`config.mk`:
```
export PLATFORM = sky130hd
export DESIGN_NAME = led_matrix_scan
export DESIGN_NICKNAME = d
export VERILOG_FILES = /design/src/rtl/matrix_pkg.sv /design/src/rtl/matrix_glyph_rom.sv /design/src/rtl/led_matrix_scan.sv
export SDC_FILE = /design/constraint.sdc
export NUM_CORES = 1
export LEC_CHECK = 0
export ABC_AREA = 1
export ABC_CLOCK_PERIOD_IN_PS = 1750
export BUFFER_PORTS_ARGS = -buffer_cell sky130_fd_sc_hd__buf_2
export CORE_MARGIN = 4
export CORE_UTILIZATION = 45
export DETAILED_ROUTE_END_ITERATION = 16
export GPL_TIMING_DRIVEN = 0
export PLACE_DENSITY_LB_ADDON = 0.3
export SETUP_SLACK_MARGIN = 0.3
export SLEW_MARGIN = 20
export SYNTH_ARGS = -nofsm -noshare
export SYNTH_HDL_FRONTEND = slang
export SYNTH_SLANG_ARGS = --single-unit
```
`constraint.sdc`:
```
create_clock -name clk -period 1.75 [get_ports clk]
set_input_delay 0.175 -clock clk [delete_from_list [all_inputs] [get_ports clk]]
set_output_delay 0.175 -clock clk [all_outputs]
set_load 0.05 [all_outputs]
```
`src/rtl/matrix_pkg.sv`:
```
`default_nettype none
// ============================================================================
// Module      : matrix_pkg
// Description : Shared constants, types and the 5x7 glyph table for the
//               LED matrix column scanner.
// Revision    : 1.0 - initial release
// ============================================================================
package matrix_pkg;

  localparam int N_COLS = 5;
  localparam int N_ROWS = 7;
  localparam int COL_W  = 3;

  // Functionality code delivered by the matrix-path selector
  typedef logic [2:0] code_t;

  // GLYPH_TABLE[code][column] is the row pattern for that column, bit 0 = top.
  // Entries are listed from code 7 down to code 0, column 4 down to column 0.
  // Code 0 is the "access denied" X; code 7 is an all-dark glyph.
  localparam logic [7:0][N_COLS-1:0][N_ROWS-1:0] GLYPH_TABLE = {
    7'h00, 7'h00, 7'h00, 7'h00, 7'h00,  // code 7
    7'h30, 7'h49, 7'h49, 7'h4A, 7'h3C,  // code 6
    7'h39, 7'h45, 7'h45, 7'h45, 7'h27,  // code 5
    7'h10, 7'h7F, 7'h12, 7'h14, 7'h18,  // code 4
    7'h36, 7'h49, 7'h49, 7'h41, 7'h22,  // code 3
    7'h46, 7'h49, 7'h49, 7'h51, 7'h62,  // code 2
    7'h00, 7'h40, 7'h7F, 7'h42, 7'h00,  // code 1
    7'h41, 7'h22, 7'h1C, 7'h22, 7'h41   // code 0
  };

  // Active-low one-cold column enable for a column index
  function automatic logic [N_COLS-1:0] col_enable_n(input logic [COL_W-1:0] idx);
    return ~(N_COLS'(1) << idx);
  endfunction

endpackage
`default_nettype wire

```
`src/rtl/matrix_glyph_rom.sv`:
```
`default_nettype none
// ============================================================================
// Module      : matrix_glyph_rom
// Description : Combinational lookup of the row pattern for one column of
//               the glyph selected by a functionality code.
// Revision    : 1.0 - initial release
// ============================================================================
module matrix_glyph_rom
  import matrix_pkg::*;
(
  input  code_t                   code,
  input  logic [COL_W-1:0]        col,
  output logic [N_ROWS-1:0]       pattern
);

  // Table lookup; column indices beyond the matrix read as dark
  always_comb begin
    pattern = '0;
    if (col < COL_W'(N_COLS)) begin
      pattern = GLYPH_TABLE[code][col];
    end
  end

endmodule
`default_nettype wire

```
`src/rtl/led_matrix_scan.sv`:
```
`default_nettype none
// ============================================================================
// Module      : led_matrix_scan
// Description : 5x7 LED matrix column scanner. A prescaler divides clk into
//               column slots, the column index walks 0..4, and the displayed
//               code is swapped only at frame boundaries. Each slot begins
//               with BLANK dead-time cycles to avoid ghosting.
//               Optional macro MATRIX_BLINK_EN: blink code 0 with a period of
//               2*BLINK_FRAMES frames.
// Revision    : 1.0 - initial release
// ============================================================================
module led_matrix_scan
  import matrix_pkg::*;
#(
  parameter int DIV          = 50000,
  parameter int BLANK        = 2,
  parameter int BLINK_FRAMES = 50
) (
  input  logic              clk,
  input  logic              rst_n,
  input  logic [2:0]        code_in,
  input  logic              load,
  output logic [N_COLS-1:0] col_n,
  output logic [N_ROWS-1:0] row,
  output logic              frame_done
);

  localparam int                PW       = $clog2(DIV);
  localparam logic [PW-1:0]     PS_LAST  = PW'(DIV - 1);
  localparam logic [PW-1:0]     PS_BLANK = PW'(BLANK);
  localparam logic [COL_W-1:0]  COL_LAST = COL_W'(N_COLS - 1);

  logic              r_started;
  logic [PW-1:0]     r_presc;
  logic [COL_W-1:0]  r_index;
  code_t             r_active;
  code_t             r_pending;
  logic              r_flag;

  logic              w_tick;
  logic              w_frame_tick;
  logic [COL_W-1:0]  w_next_index;
  code_t             w_active_next;
  logic [N_ROWS-1:0] w_pattern;
  logic              w_blink_mute;

  assign w_tick       = r_started && (r_presc == PS_LAST);
  assign w_frame_tick = w_tick && (r_index == COL_LAST);
  assign w_next_index = (r_index == COL_LAST) ? '0 : r_index + COL_W'(1);

  // Prescaler; the first edge after reset only arms the scan so column 0
  // gets a full slot
  always_ff @(posedge clk or negedge rst_n) begin
    if (!rst_n) begin
      r_started <= 1'b0;
      r_presc   <= '0;
    end else if (!r_started) begin
      r_started <= 1'b1;
    end else if (w_tick) begin
      r_presc   <= '0;
    end else begin
      r_presc   <= r_presc + PW'(1);
    end
  end

  // Column index and registered column enables move together
  always_ff @(posedge clk or negedge rst_n) begin
    if (!rst_n) begin
      r_index <= '0;
      col_n   <= '1;
    end else if (!r_started) begin
      col_n   <= col_enable_n('0);
    end else if (w_tick) begin
      r_index <= w_next_index;
      col_n   <= col_enable_n(w_next_index);
    end
  end

  // Frame-complete pulse, registered on the 4->0 tick
  always_ff @(posedge clk or negedge rst_n) begin
    if (!rst_n) begin
      frame_done <= 1'b0;
    end else begin
      frame_done <= w_frame_tick;
    end
  end

  // Next displayed code: a load on the frame tick wins over the pending one
  always_comb begin
    w_active_next = r_active;
    if (w_frame_tick) begin
      if (load) begin
        w_active_next = code_in;
      end else if (r_flag) begin
        w_active_next = r_pending;
      end
    end
  end

  // Code registers; pending is consumed or bypassed only at frame boundaries
  always_ff @(posedge clk or negedge rst_n) begin
    if (!rst_n) begin
      r_active  <= '0;
      r_pending <= '0;
      r_flag    <= 1'b0;
    end else begin
      r_active <= w_active_next;
      if (w_frame_tick) begin
        r_flag <= 1'b0;
      end else if (load) begin
        r_pending <= code_in;
        r_flag    <= 1'b1;
      end
    end
  end

`ifdef MATRIX_BLINK_EN
  localparam int               BW         = $clog2(BLINK_FRAMES + 1);
  localparam logic [BW-1:0]    BLINK_LAST = BW'(BLINK_FRAMES - 1);

  logic [BW-1:0] r_blink_cnt;
  logic          r_blink_on;

  // Frame counter toggling the blink phase while code 0 is shown; a code
  // change restarts the cycle in the on phase
  always_ff @(posedge clk or negedge rst_n) begin
    if (!rst_n) begin
      r_blink_cnt <= '0;
      r_blink_on  <= 1'b1;
    end else if (w_frame_tick) begin
      if (w_active_next != r_active) begin
        r_blink_cnt <= '0;
        r_blink_on  <= 1'b1;
      end else if (r_active == code_t'(0)) begin
        if (r_blink_cnt == BLINK_LAST) begin
          r_blink_cnt <= '0;
          r_blink_on  <= ~r_blink_on;
        end else begin
          r_blink_cnt <= r_blink_cnt + BW'(1);
        end
      end
    end
  end

  assign w_blink_mute = (r_active == code_t'(0)) && !r_blink_on;
`else
  logic w_unused_blink_cfg;
  assign w_unused_blink_cfg = |BLINK_FRAMES;
  assign w_blink_mute       = 1'b0;
`endif

  matrix_glyph_rom u_glyph_rom (
    .code    (r_active),
    .col     (r_index),
    .pattern (w_pattern)
  );

  // Row drive is gated by r_started so reset darkens it without a clock
  assign row = (r_started && (r_presc >= PS_BLANK) && !w_blink_mute) ? w_pattern : '0;

endmodule
`default_nettype wire
```
# Word-level counts from Yosys, hierarchy flattened
# Memories as Yosys holds them, arrays and structs flattened.
# Index checks and enable logic that the tools add are counted.
[op_classes]
n_addsub = 2
eq_ne = 3
magnitude_cmp = 4
n_mux = 13
n_reduce_logical = 8
bitwise = 2
shifts = 1
[ops]
columns = ["cell", "count"]
rows = [
  ["$mux W35", 1],
  ["$bmux W7 S3", 1],
  ["$mux W7", 3],
  ["$add A16 B1 Y16 const B", 1],
  ["$eq A16 B16 Y1 const B", 1],
  ["$ge A16 B2 Y1 const B", 1],
  ["$mux W16", 1],
  ["$mux W5", 2],
  ["$mux W3", 3],
  ["$lt A3 B4 Y1 const B", 2],
  ["$reduce_and A2 Y1", 3],
  ["$not A5 Y5", 1],
  ["$shl A1 B3 Y5 const A", 1],
  ["$reduce_bool A2 Y1", 2],
  ["$add A3 B1 Y3 const B", 1],
  ["$eq A3 B3 Y1 const B", 1],
  ["$logic_and A1 B1 Y1", 3],
  ["$lt A3 B3 Y1 const B", 1],
  ["$mux W1", 2],
  ["$ne A2 B1 Y1 const B", 1],
  ["$not A1 Y1", 1],
]
[word_totals]
mem_count = 1
mem_bits_ro = 280
wordCells = 42
in_bits = 6
reg_bits = 33
out_inout_bits = 13
[mem_list]
columns = ["name", "depth", "width", "rd", "rd_clocked_by_memory_dff", "wr", "line_no", "source"]
rows = [
  ["(name not given)", 8, 35, 1, 0, 0, "matrix_glyph_rom.sv:20", "pattern = GLYPH_TABLE[code][col];"],
]

# Logic depth before layout (Yosys ltp)
[logic_depth]
ltp_word = 6
depth_mapped = 10
ltp_nobuf = 10

# By module
# From an unflattened synthesis, not the netlist that was laid out.
[unflattened]
hier_cells = 355
area_unflattened_um2 = 2438.6
[modules_own_cells]
columns = ["mod", "cells_per_inst", "n_inst", "area_each_um2", "seq_area_each_um2"]
rows = [
  ["led_matrix_scan", 255, 1, 1941.9, 832.0],
  ["matrix_glyph_rom", 100, 1, 496.7, 0.0],
]

# Worst setup path after synthesis
# No wires, ideal clock.
[synth_timing]
path_kind = "flip-flop to output port"
start = "register r_active[1]"
end = "output port row[5]"
stages_incl_launch_ff = 7
arrival_time_ns = 1.888
slack_ns = -0.313
n_path_buf = 0
t_required_ns = 1.575
path_cell_list = "dfrtp_1 > inv_1 > ha_1 > inv_1 > o21ai_0 > o211ai_1 > a21oi_1"
[synth_between]
elab_chain_cells = 6
[synth_rtl]
columns = ["element", "line_no", "source"]
rows = [
  ["from (decl)", "led_matrix_scan.sv:36", "code_t r_active;"],
  ["from (signal assigned)", "led_matrix_scan.sv:107", "r_active <= w_active_next;"],
  ["$mem_v2 Z8 W35", "-", ""],
  ["$mux W35 (implied by the code)", "matrix_glyph_rom.sv:20", ""],
  ["$bmux W7 S3", "matrix_glyph_rom.sv:20", ""],
  ["$mux W7 (implied by the code)", "matrix_glyph_rom.sv:20", ""],
  ["$mux W7", "matrix_glyph_rom.sv:19", "if (col < COL_W'(N_COLS)) begin"],
  ["$mux W7", "led_matrix_scan.sv:159", "assign row = (r_started && (r_presc >= PS_BLANK) && !w_blink_mute) ? w_pattern : '0;"],
  ["to (decl)", "led_matrix_scan.sv:24", "output logic [N_ROWS-1:0] row,"],
]
# Every way passes these cells. The select of a mux whose other input is x is not followed.

# Worst setup path after layout
[layout_timing]
start = "register r_presc[4]"
end = "output port row[2]"
[layout_between]
elab_chain_cells = 3
[layout_rtl]
columns = ["element", "line_no", "source"]
rows = [
  ["from (decl)", "led_matrix_scan.sv:34", "logic [PW-1:0] r_presc;"],
  ["from (signal assigned)", "led_matrix_scan.sv:62", "r_presc <= r_presc + PW'(1);"],
  ["$ge A16 B2 Y1", "led_matrix_scan.sv:159", ""],
  ["$logic_and A1 B1 Y1", "led_matrix_scan.sv:159", ""],
  ["$mux W7", "led_matrix_scan.sv:159", ""],
]
# Every way passes these cells.

==> run metrics <==
status=finished with violations; failing checks=negative setup slack; nets@finish=408; pin count of the biggest net entering global routing=34; Final Util=67.49%; Critical Path Source=r_presc[4]; number of hold violations in the final report=0; post-layout min period=2.003 ns; sequential-to-total area share from yosys stat=35.62%; full die area=0.006408 mm^2; worst path required time=1.57 ns; Ys Warns=0; Area Overhead vs Synth=40.97%; PortBufs=17; Setup WS pre-CTS=-0.1057 ns; first-pass GRT wire length=10.14 mm; Post-DP HPWL=3.995 mm; Post-synth ARST share=100.0%; Tcrit/Tclk final=114.4%; Post-Synthesis Cells=337; top post-synthesis cells by count=98 x nand2_1, 45 x nor2_1, 43 x inv_1; WL/cell=14.48 um; CTS tree=done; 1st-pass router iterations=5; worst reg2reg path endpoint=r_presc[14]; Gate power share=31.8%; post-synth cell types=35; via count=2459; Worst Path Max Fanout=5; Hold WC Path Type=input pin to flop; measured slew at the worst slew-check pin=0.7281 ns; Sw Share=36.29%; residual DRC count=0; NetSw=796.5 uW; count leader, synth=nand2_1; CP Launch Type=flop; clk_lat worst skew=0.29 ns; Inserted Clock Buffers=5; VDD IR max=686.4 uV; reg2reg start=r_presc[0]; pwr/cell area=666.5 mW/mm^2; core box area=0.004880 mm^2; CTS Root Cell=clkbuf_8; Synth area leaders=dfrtp_1 30%, nand2_1 16%, nor2_1 7.2%; Relative slew margins=51.46%; fin. max-slew vios=0; setup ws final=-0.2527 ns; RSZ-0062 raised after global routing=true; Cell Int Power=1.398 mW; number of global-route vias before repair=2278; cell row count=25; CP endpoint kind=output port; Die W=80.05 um; Yosys top cell area share=29.99%; Die Y=80.05 um; flops & latches, synth=33; total grt overflow=0; CTS Buffer Depth=2; Final setup viols=7; routability cong.=0.9265; IO Pins=19; Avg Cell Area, Syn=6.932 um^2; Final Skew=0.006120 ns; layout cells sized above 1=42.24%; Starting Density=47.87%; mapped cell area=0.002336 mm^2; register clock-pin slew on the reported worst setup and hold paths=0.06 ns; antenna fix cells=0; total power=2.195 mW; register share of total power=42.9%; H-tree lvl count=2; DRT Wirelength=6.663 mm; clock power share=25.3%; Fmax=0.4993 GHz; antenna viol nets, final=0; Pleak=1.626 nW; Iteration-0 DRC Markers=152; CP Class=flop to output port; via-per-instance ratio=5.346; crit path capture=row[2]; Max-Cap Viols=0; number of synthesized flops with an enable pin=0; Top FF cell, synth=dfrtp_1; Reg2Reg Setup Slack=0.01 ns; reg2reg path depth=12; total global routing track utilization=19.97%; syn_nets=353; largest area contributor in the synthesized netlist=dfrtp_1; clock sink total=33; Worst Path Arrival=1.83 ns; initial antenna violation count=0
-- worst max-delay path, cell delays in order (launching register included) --
cell     delay, ns
dfrtp_1       0.45
nor2_2        0.20
nand2_1       0.15
nor2_2        0.17
nand2_2       0.13
nand4_1       0.23
nor2_4        0.05
buf_8         0.15
-- cells in the final DEF (no fill, tap or decap), types with 2 or more instances in the layout --
cell type  instances
mux2_2             3
clkbuf_8           5
ha_1               4
nand3_4            2
nor2_1            30
nor3_1             4
nand3_2            5
buf_6             19
o21ai_1            6
nand3_1           24
xor2_1             3
inv_1             31
ha_2               2
a21oi_4            2
dfstp_2            5
buf_8              3
buf_4             18
dfrtp_1           22
o21ai_2            9
o21ai_0            2
nor2_2             8
dfrtp_2            6
inv_2             12
clkbuf_1           2
a21oi_1            4
nand2_1           79
ha_4               4
nand2_4            4
nor2_4            13
a21oi_2            4
clkinv_2           2
nand2_2           17
nand3b_1           2
nand4_1            9
buf_2             12
-- repair_timing --
action,CTS,global route
setup endpoints to repair,29,38
cloned,1,0
pin swaps,34,30
resized for setup,67,55
hold buffers,1,0
setup buffers,19,10
hold endpoints to repair,28,0
-- state kept, by name, indices dropped and copies added, names as in the netlist --
signal,count
col_n,5
frame_done,1
r_active,3
r_flag,1
r_index,3
r_pending,3
r_presc,16
r_started,1
-- area by class of cell --
class                      count  area (um^2)
clock inverter                 2        10.01
buffer                         8        56.30
fill                         406         1587
multi-input combinational    251         1630
inverter                      45        176.4
sequential                    33        839.6
timing repair buffer          48        424.2
clock buffer                   6        72.57
tap                           67        83.83
-- per-stage QoR --
stage          area [um^2]  hold WS [ns]  TNS, ns  std cells
6_report              3293        0.1354   -1.256        460
5_1_grt               3293        0.1472   -2.690        460
4_1_cts               3047        0.1288   -1.157        450
2_1_floorplan         2429       -0.1206        0        337
3_3_place_gp          2597        0.2759  -0.2085        421
3_5_place_dp          2597        0.2792  -0.3180        421
-- power by group through the flow --
stage	clock, mW	sequential, mW	combinational, mW
2_1_floorplan	0	0.931	0.311
3_3_place_gp	0	0.924	0.413
3_5_place_dp	0	0.926	0.421
4_1_cts	0.566	0.932	0.542
5_1_grt	0.599	0.949	0.751
6_report	0.555	0.942	0.698
-- routing by layer --
layer	global-route usage (%)	wire, um	vias up
li1	-	-	1181
met4	8.953	238	0
met2	32.78	3284	85
met3	3.251	305	27
met1	25.74	2835	1166
met5	0	0	-
-- worst min path at each step --
stage	cells past startpoint	slack (ns)	endpoint	from
CTS	3	0.13	r_pending[1]	code_in[1]
detailed placement	1	0.28	r_presc[4]	rst_n
global route	3	0.15	r_pending[2]	code_in[2]
floorplan	0	-0.12	frame_done	rst_n
global placement	1	0.28	r_presc[4]	rst_n
finish	3	0.14	r_pending[1]	code_in[1]
-- logic make-up (layout without fill, tap and decap cells) --
kind of cell	count (synthesis)	after routing	synth area share, %
flip-flops	33	33	35.62
XOR/XNOR	4	4	1.500
buffers and inverters	53	109	9.426
other	1	1	0.1605
adder cells (fa/ha/maj)	10	10	5.356
AND/OR/NAND/NOR	201	201	38.30
AO/OA/AOI/OAI	32	32	8.196
multiplexers	3	3	1.446
No activity file was read; power rests on OpenSTA's default activity.
